File: src/rtl/score_tally.sv
// score_tally: sweeps the 160x120 playfield RAM once per request, counts the
// pixels owned by each of the four players and publishes the counts together
// with the winning player index and a tie flag.
module score_tally #(
    parameter int         WIDTH        = 160,
    parameter int         HEIGHT       = 120,
    parameter int         READ_LATENCY = 1,
    parameter logic [2:0] P1_COLOUR    = 3'b001,
    parameter logic [2:0] P2_COLOUR    = 3'b010,
    parameter logic [2:0] P3_COLOUR    = 3'b100,
    parameter logic [2:0] P4_COLOUR    = 3'b110
) (
    input  logic        CLOCK_50,
    input  logic        reset,
    input  logic        start,
    output logic [14:0] address,
    output logic        ram_req,
    input  logic [2:0]  ram_q,
    output logic        busy,
    output logic        done,
    output logic [14:0] p1_count,
    output logic [14:0] p2_count,
    output logic [14:0] p3_count,
    output logic [14:0] p4_count,
    output logic [1:0]  winner,
    output logic        tie
);

    localparam logic [7:0] X_LAST     = 8'(WIDTH - 1);
    localparam logic [6:0] Y_LAST     = 7'(HEIGHT - 1);
    localparam logic [1:0] DRAIN_LAST = 2'(READ_LATENCY - 1);

    typedef enum logic [2:0] {
        ST_IDLE    = 3'd0,
        ST_SCAN    = 3'd1,
        ST_DRAIN   = 3'd2,
        ST_COMPARE = 3'd3,
        ST_DONE    = 3'd4
    } state_t;

    state_t                  state_r;
    state_t                  state_nxt_s;
    logic [7:0]              x_r;
    logic [6:0]              y_r;
    logic                    ram_req_r;
    logic [READ_LATENCY-1:0] vld_r;
    logic [1:0]              drain_r;
    logic [14:0]             cnt_r [4];
    logic                    scan_last_s;
    logic                    start_ok_s;
    logic [14:0]             max_s;
    logic [1:0]              win_s;
    logic [2:0]              eq_s;
    logic                    tie_s;

    // The scan address is the live x/y pair; both sit at zero outside SCAN.
    assign address     = {x_r, y_r};
    assign ram_req     = ram_req_r;
    assign scan_last_s = (x_r == X_LAST) && (y_r == Y_LAST);
    assign start_ok_s  = start && ((state_r == ST_IDLE) || (state_r == ST_DONE));

    // State register.
    always_ff @(posedge CLOCK_50) begin
        if (reset) begin
            state_r <= ST_IDLE;
        end else begin
            state_r <= state_nxt_s;
        end
    end

    // Next-state logic; start is only honoured in IDLE and DONE.
    always_comb begin
        state_nxt_s = state_r;
        case (state_r)
            ST_IDLE: begin
                if (start) begin
                    state_nxt_s = ST_SCAN;
                end else begin
                    state_nxt_s = ST_IDLE;
                end
            end
            ST_SCAN: begin
                if (scan_last_s) begin
                    state_nxt_s = ST_DRAIN;
                end else begin
                    state_nxt_s = ST_SCAN;
                end
            end
            ST_DRAIN: begin
                if (drain_r == DRAIN_LAST) begin
                    state_nxt_s = ST_COMPARE;
                end else begin
                    state_nxt_s = ST_DRAIN;
                end
            end
            ST_COMPARE: begin
                state_nxt_s = ST_DONE;
            end
            ST_DONE: begin
                if (start) begin
                    state_nxt_s = ST_SCAN;
                end else begin
                    state_nxt_s = ST_IDLE;
                end
            end
            default: begin
                state_nxt_s = ST_IDLE;
            end
        endcase
    end

    // Address walker: y runs fastest, wraps to zero after the last pixel.
    always_ff @(posedge CLOCK_50) begin
        if (reset) begin
            x_r <= 8'd0;
            y_r <= 7'd0;
        end else if ((state_r == ST_SCAN) && !scan_last_s) begin
            if (y_r == Y_LAST) begin
                y_r <= 7'd0;
                x_r <= x_r + 8'd1;
            end else begin
                y_r <= y_r + 7'd1;
            end
        end else begin
            x_r <= 8'd0;
            y_r <= 7'd0;
        end
    end

    // Read request is high exactly for the cycles spent in SCAN.
    always_ff @(posedge CLOCK_50) begin
        if (reset) begin
            ram_req_r <= 1'b0;
        end else begin
            ram_req_r <= (state_nxt_s == ST_SCAN);
        end
    end

    // Valid pipeline that lines each request up with its RAM data.
    always_ff @(posedge CLOCK_50) begin
        if (reset) begin
            vld_r <= '0;
        end else begin
            vld_r <= READ_LATENCY'({vld_r, ram_req_r});
        end
    end

    // DRAIN length counter, one tick per outstanding read slot.
    always_ff @(posedge CLOCK_50) begin
        if (reset) begin
            drain_r <= 2'd0;
        end else if (state_r == ST_DRAIN) begin
            drain_r <= drain_r + 2'd1;
        end else begin
            drain_r <= 2'd0;
        end
    end

    // Working counters: cleared on an accepted start, bumped on owned pixels.
    always_ff @(posedge CLOCK_50) begin
        if (reset || start_ok_s) begin
            for (int i = 0; i < 4; i++) begin
                cnt_r[i] <= 15'd0;
            end
        end else if (vld_r[READ_LATENCY-1]) begin
            case (ram_q)
                P1_COLOUR: cnt_r[0] <= cnt_r[0] + 15'd1;
                P2_COLOUR: cnt_r[1] <= cnt_r[1] + 15'd1;
                P3_COLOUR: cnt_r[2] <= cnt_r[2] + 15'd1;
                P4_COLOUR: cnt_r[3] <= cnt_r[3] + 15'd1;
                default:   cnt_r[0] <= cnt_r[0];
            endcase
        end
    end

    // Winner search: strict greater-than keeps the lowest index on equal counts.
    always_comb begin
        max_s = cnt_r[0];
        win_s = 2'd0;
        eq_s  = 3'd0;
        for (int i = 1; i < 4; i++) begin
            win_s = (cnt_r[i] > max_s) ? 2'(i) : win_s;
            max_s = (cnt_r[i] > max_s) ? cnt_r[i] : max_s;
        end
        for (int i = 0; i < 4; i++) begin
            eq_s = eq_s + ((cnt_r[i] == max_s) ? 3'd1 : 3'd0);
        end
        tie_s = (eq_s >= 3'd2);
    end

    // Published outputs: status flags follow the next state, results load leaving COMPARE.
    always_ff @(posedge CLOCK_50) begin
        if (reset) begin
            busy     <= 1'b0;
            done     <= 1'b0;
            p1_count <= 15'd0;
            p2_count <= 15'd0;
            p3_count <= 15'd0;
            p4_count <= 15'd0;
            winner   <= 2'd0;
            tie      <= 1'b0;
        end else begin
            busy <= (state_nxt_s == ST_SCAN) || (state_nxt_s == ST_DRAIN) ||
                    (state_nxt_s == ST_COMPARE);
            done <= (state_nxt_s == ST_DONE);
            if (state_r == ST_COMPARE) begin
                p1_count <= cnt_r[0];
                p2_count <= cnt_r[1];
                p3_count <= cnt_r[2];
                p4_count <= cnt_r[3];
                winner   <= win_s;
                tie      <= tie_s;
            end
        end
    end

endmodule

File: config.mk
export PLATFORM = sky130hd
export DESIGN_NAME = score_tally
export DESIGN_NICKNAME = d
export VERILOG_FILES = /design/src/rtl/score_tally.sv
export SDC_FILE = /design/constraint.sdc
export NUM_CORES = 1
export LEC_CHECK = 0
export ABC_AREA = 1
export CAP_MARGIN = 0
export CORE_ASPECT_RATIO = 0.9
export CORE_MARGIN = 2
export CORE_UTILIZATION = 43
export CTS_CLUSTER_DIAMETER = 120
export CTS_CLUSTER_SIZE = 14
export DETAILED_ROUTE_END_ITERATION = 8
export PLACE_DENSITY = 0.61
export SLEW_MARGIN = 15
export SYNTH_ARGS = -nofsm -noshare
export SYNTH_HDL_FRONTEND = slang
export SYNTH_SLANG_ARGS = --single-unit
File: constraint.sdc
create_clock -name CLOCK_50 -period 7.05 [get_ports CLOCK_50]
set_input_delay 1.41 -clock CLOCK_50 [delete_from_list [all_inputs] [get_ports CLOCK_50]]
set_output_delay 1.41 -clock CLOCK_50 [all_outputs]
set_load 0.1 [all_outputs]
==> flow_metrics.env <==
export IMPL_dr_pass1_iters=6
export IMPL_crit_path_max_incr_delay_ns=0.48
export IMPL_finalHoldViolations=0
export IMPL_synth_edf_count=60
export IMPL_vias_per_cell=5.58
export IMPL_start_kind="flop"
export IMPL_cts_hold_buf=0
export IMPL_power_density_nw_per_um2=252
export IMPL_required_ns=7.42
export IMPL_antenna_left=0
export IMPL_crit_top_cell="nand2_1"
export IMPL_setup_violations_final=0
export IMPL_die_w_um=158
export IMPL_grt_usage=0.276
export IMPL_status="complete, no violations"
export IMPL_fin_ws_ns=0.400
export IMPL_min_period_ns=6.65
export IMPL_drc_errors=0
export IMPL_num_vias=9370
export IMPL_syn_nets=1316
export IMPL_ys_warn_count=0
export IMPL_p_leak_nw=4.66
export IMPL_place_congestion=1.01
export IMPL_grt_pass1_vias=8804
export IMPL_pre_cts_slack_ns=0.117
export IMPL_maxSlewViolCount=0
export IMPL_synth_cell_type_count=41
export IMPL_ys_async_sr_fraction=0
export IMPL_routed_wl_mm=31.0
export IMPL_path_class="flop to flop"
export IMPL_synth_seq_area_share=0.387
export IMPL_wl_per_cell_um=18.5
export IMPL_critPathSlowestCell="fa_1"
export IMPL_path_max_fanout=29
export IMPL_layout_drive_gt1_share=0.0983
export IMPL_cp_arrival_ns=7.02
export IMPL_numCtsBuffers=17
export IMPL_drv_cap=0
export IMPL_start_util=0.440
export IMPL_ir_worst_vdd_mv=0.146
export IMPL_period_share=0.943
export IMPL_grt_pass1_wl_mm=47.9
export IMPL_portBuffers=86
export IMPL_grt_max_degree=65
export IMPL_finalClockSkew_ns=0.00986
export IMPL_final_cell_mix="nand2_1, nand3_1, inv_1, nor2_1, dfxtp_1"
export IMPL_final_common_cell="nand2_1"
export IMPL_htreeDepth=4
export IMPL_relSlewSlack=0.332
export IMPL_insertion_delay_ns=0.44
export IMPL_final_nets=1439
export IMPL_core_region_area_sq_um=20800
export IMPL_hold_path_class="flop to flop"
export IMPL_cts_root_buf="clkbuf_16"
export IMPL_die_height_um=142
export IMPL_clockBufferDepth=2
export IMPL_core_rowCount=50
export IMPL_ys_seq_elements=147
export IMPL_fmax_ghz=0.150
export IMPL_synth_ff_type="dfxtp_1"
export IMPL_whs_ns=0.417
export IMPL_clkTransAtPathRegs_ns=0.08
export IMPL_syn_avg_cell_area_sq_um=7.29
export IMPL_overflow=0
export IMPL_hpwl_mm=22.9
export IMPL_antenna_found_initial=0
export IMPL_synthCells=1257
export IMPL_numClockSinks=147
export IMPL_max_slew_worst_pin_slew_ns=0.999
export IMPL_drt_iter0_markers=928
export IMPL_cp_end_kind="flop"
export IMPL_diodes=0
export IMPL_cts_tree="yes"
export IMPL_fp_dieArea_sq_um=22500
export IMPL_area_growth_pct=23.9
export IMPL_pin_count=87
export IMPL_syn_area_sq_um=9160
export IMPL_fin_util=0.545
==> cell families (layout without fill, tap and decap cells) <==
group / after synthesis / in the layout / share of synthesized area
simple gates: 692 / 694 / 0.350
xor+xnor: 17 / 17 / 0.0163
flops: 147 / 147 / 0.387
buf+inv: 184 / 318 / 0.0795
compound gates: 164 / 164 / 0.0946
fa+ha+maj: 53 / 53 / 0.0732
==> sequential cells by signal, summed over array words and instances (netlist names) <==
signal    cells
busy          1
x_r           8
vld_r         1
drain_r       2
winner        2
p4_count     15
state_r       3
done          1
p3_count     15
tie           1
p2_count     15
cnt_r        60
y_r           7
ram_req       1
p1_count     15
==> synthesized netlist by cell type (10+ instances only) <==
| cell type | n | share of area |
|---|---|---|
| nor3b_1 | 15 | 0.012 |
| nor2_1 | 112 | 0.046 |
| o21ai_0 | 82 | 0.045 |
| nand3_1 | 217 | 0.12 |
| nor4_1 | 10 | 0.0068 |
| nand4_1 | 12 | 0.0082 |
| nand2_1 | 264 | 0.11 |
| xor2_1 | 16 | 0.015 |
| clkbuf_1 | 17 | 0.0070 |
| inv_1 | 135 | 0.055 |
| dfxtp_1 | 87 | 0.19 |
| edfxtp_1 | 60 | 0.20 |
| nand3_2 | 11 | 0.012 |
| a21oi_1 | 58 | 0.032 |
| ha_1 | 52 | 0.071 |
| nor3_1 | 36 | 0.020 |
==> worst max-delay path: cells and delay by family (launching register included) <==
| family | cells | cell delay (ns) |
|---|---|---|
| flops | 1 | 0.43 |
| fa+ha+maj | 4 | 1.38 |
| xor+xnor | 1 | 0.09 |
| simple gates | 29 | 2.90 |
| compound gates | 4 | 0.55 |
| buf+inv | 10 | 1.21 |
==> worst paths after layout <==
path	start	end	slack (ns)	depth (start not counted)
min reg2reg	drain_r[0]	drain_r[0]	0.42	1
max	cnt_r[0][14]	tie	0.40	48
min	drain_r[0]	drain_r[0]	0.42	1
max reg2reg	cnt_r[0][14]	tie	0.40	48
==> routing by layer <==
layer / part of all wire / global-route usage / routed length (um) / vias up
li1: - / - / - / 4522
met3: 0.078 / 0.0490 / 2420 / 80
met4: 0.027 / 0.100 / 851 / 0
met2: 0.46 / 0.446 / 14300 / 457
met5: 0 / 0 / 0 / -
met1: 0.43 / 0.371 / 13400 / 4311
==> repair_timing <==
| action | 4_1_cts | 5_1_grt |
|---|---|---|
| gates resized for setup | 0 | 30 |
| buffers inserted | 0 | 12 |
| endpoints found under the setup margin | 0 | 1 |
==> stage by stage <==
stage	TNS [ns]	std cells	instance area (sq um)	power [mW]
finish	0	1679	11300	2.86
global route	-0.0156	1679	11300	2.99
CTS	0	1665	11200	2.79
detailed placement	0	1633	10500	1.82
global placement	0	1633	10500	1.83
floorplan	0	1257	9160	1.57
==> power breakdown <==
group / switching, mW / total [mW] / leakage [nW] / internal, mW
Clock: 0.462 / 0.966 / 0.305 / 0.504
Combinational: 0.644 / 0.953 / 3.00 / 0.309
Sequential: 0.0340 / 0.943 / 1.36 / 0.909
Total: 1.14 / 2.86 / 4.66 / 1.72
==> area by class of cell <==
class | instances | area [sq um]
sequential | 147 | 3540
tap | 286 | 358
timing repair buffer | 140 | 1300
fill | 2008 | 9480
clock inverter | 14 | 173
clock buffer | 18 | 450
inverter | 146 | 554
multi-input combinational | 928 | 4970
No activity file was read; power rests on OpenSTA's default activity.
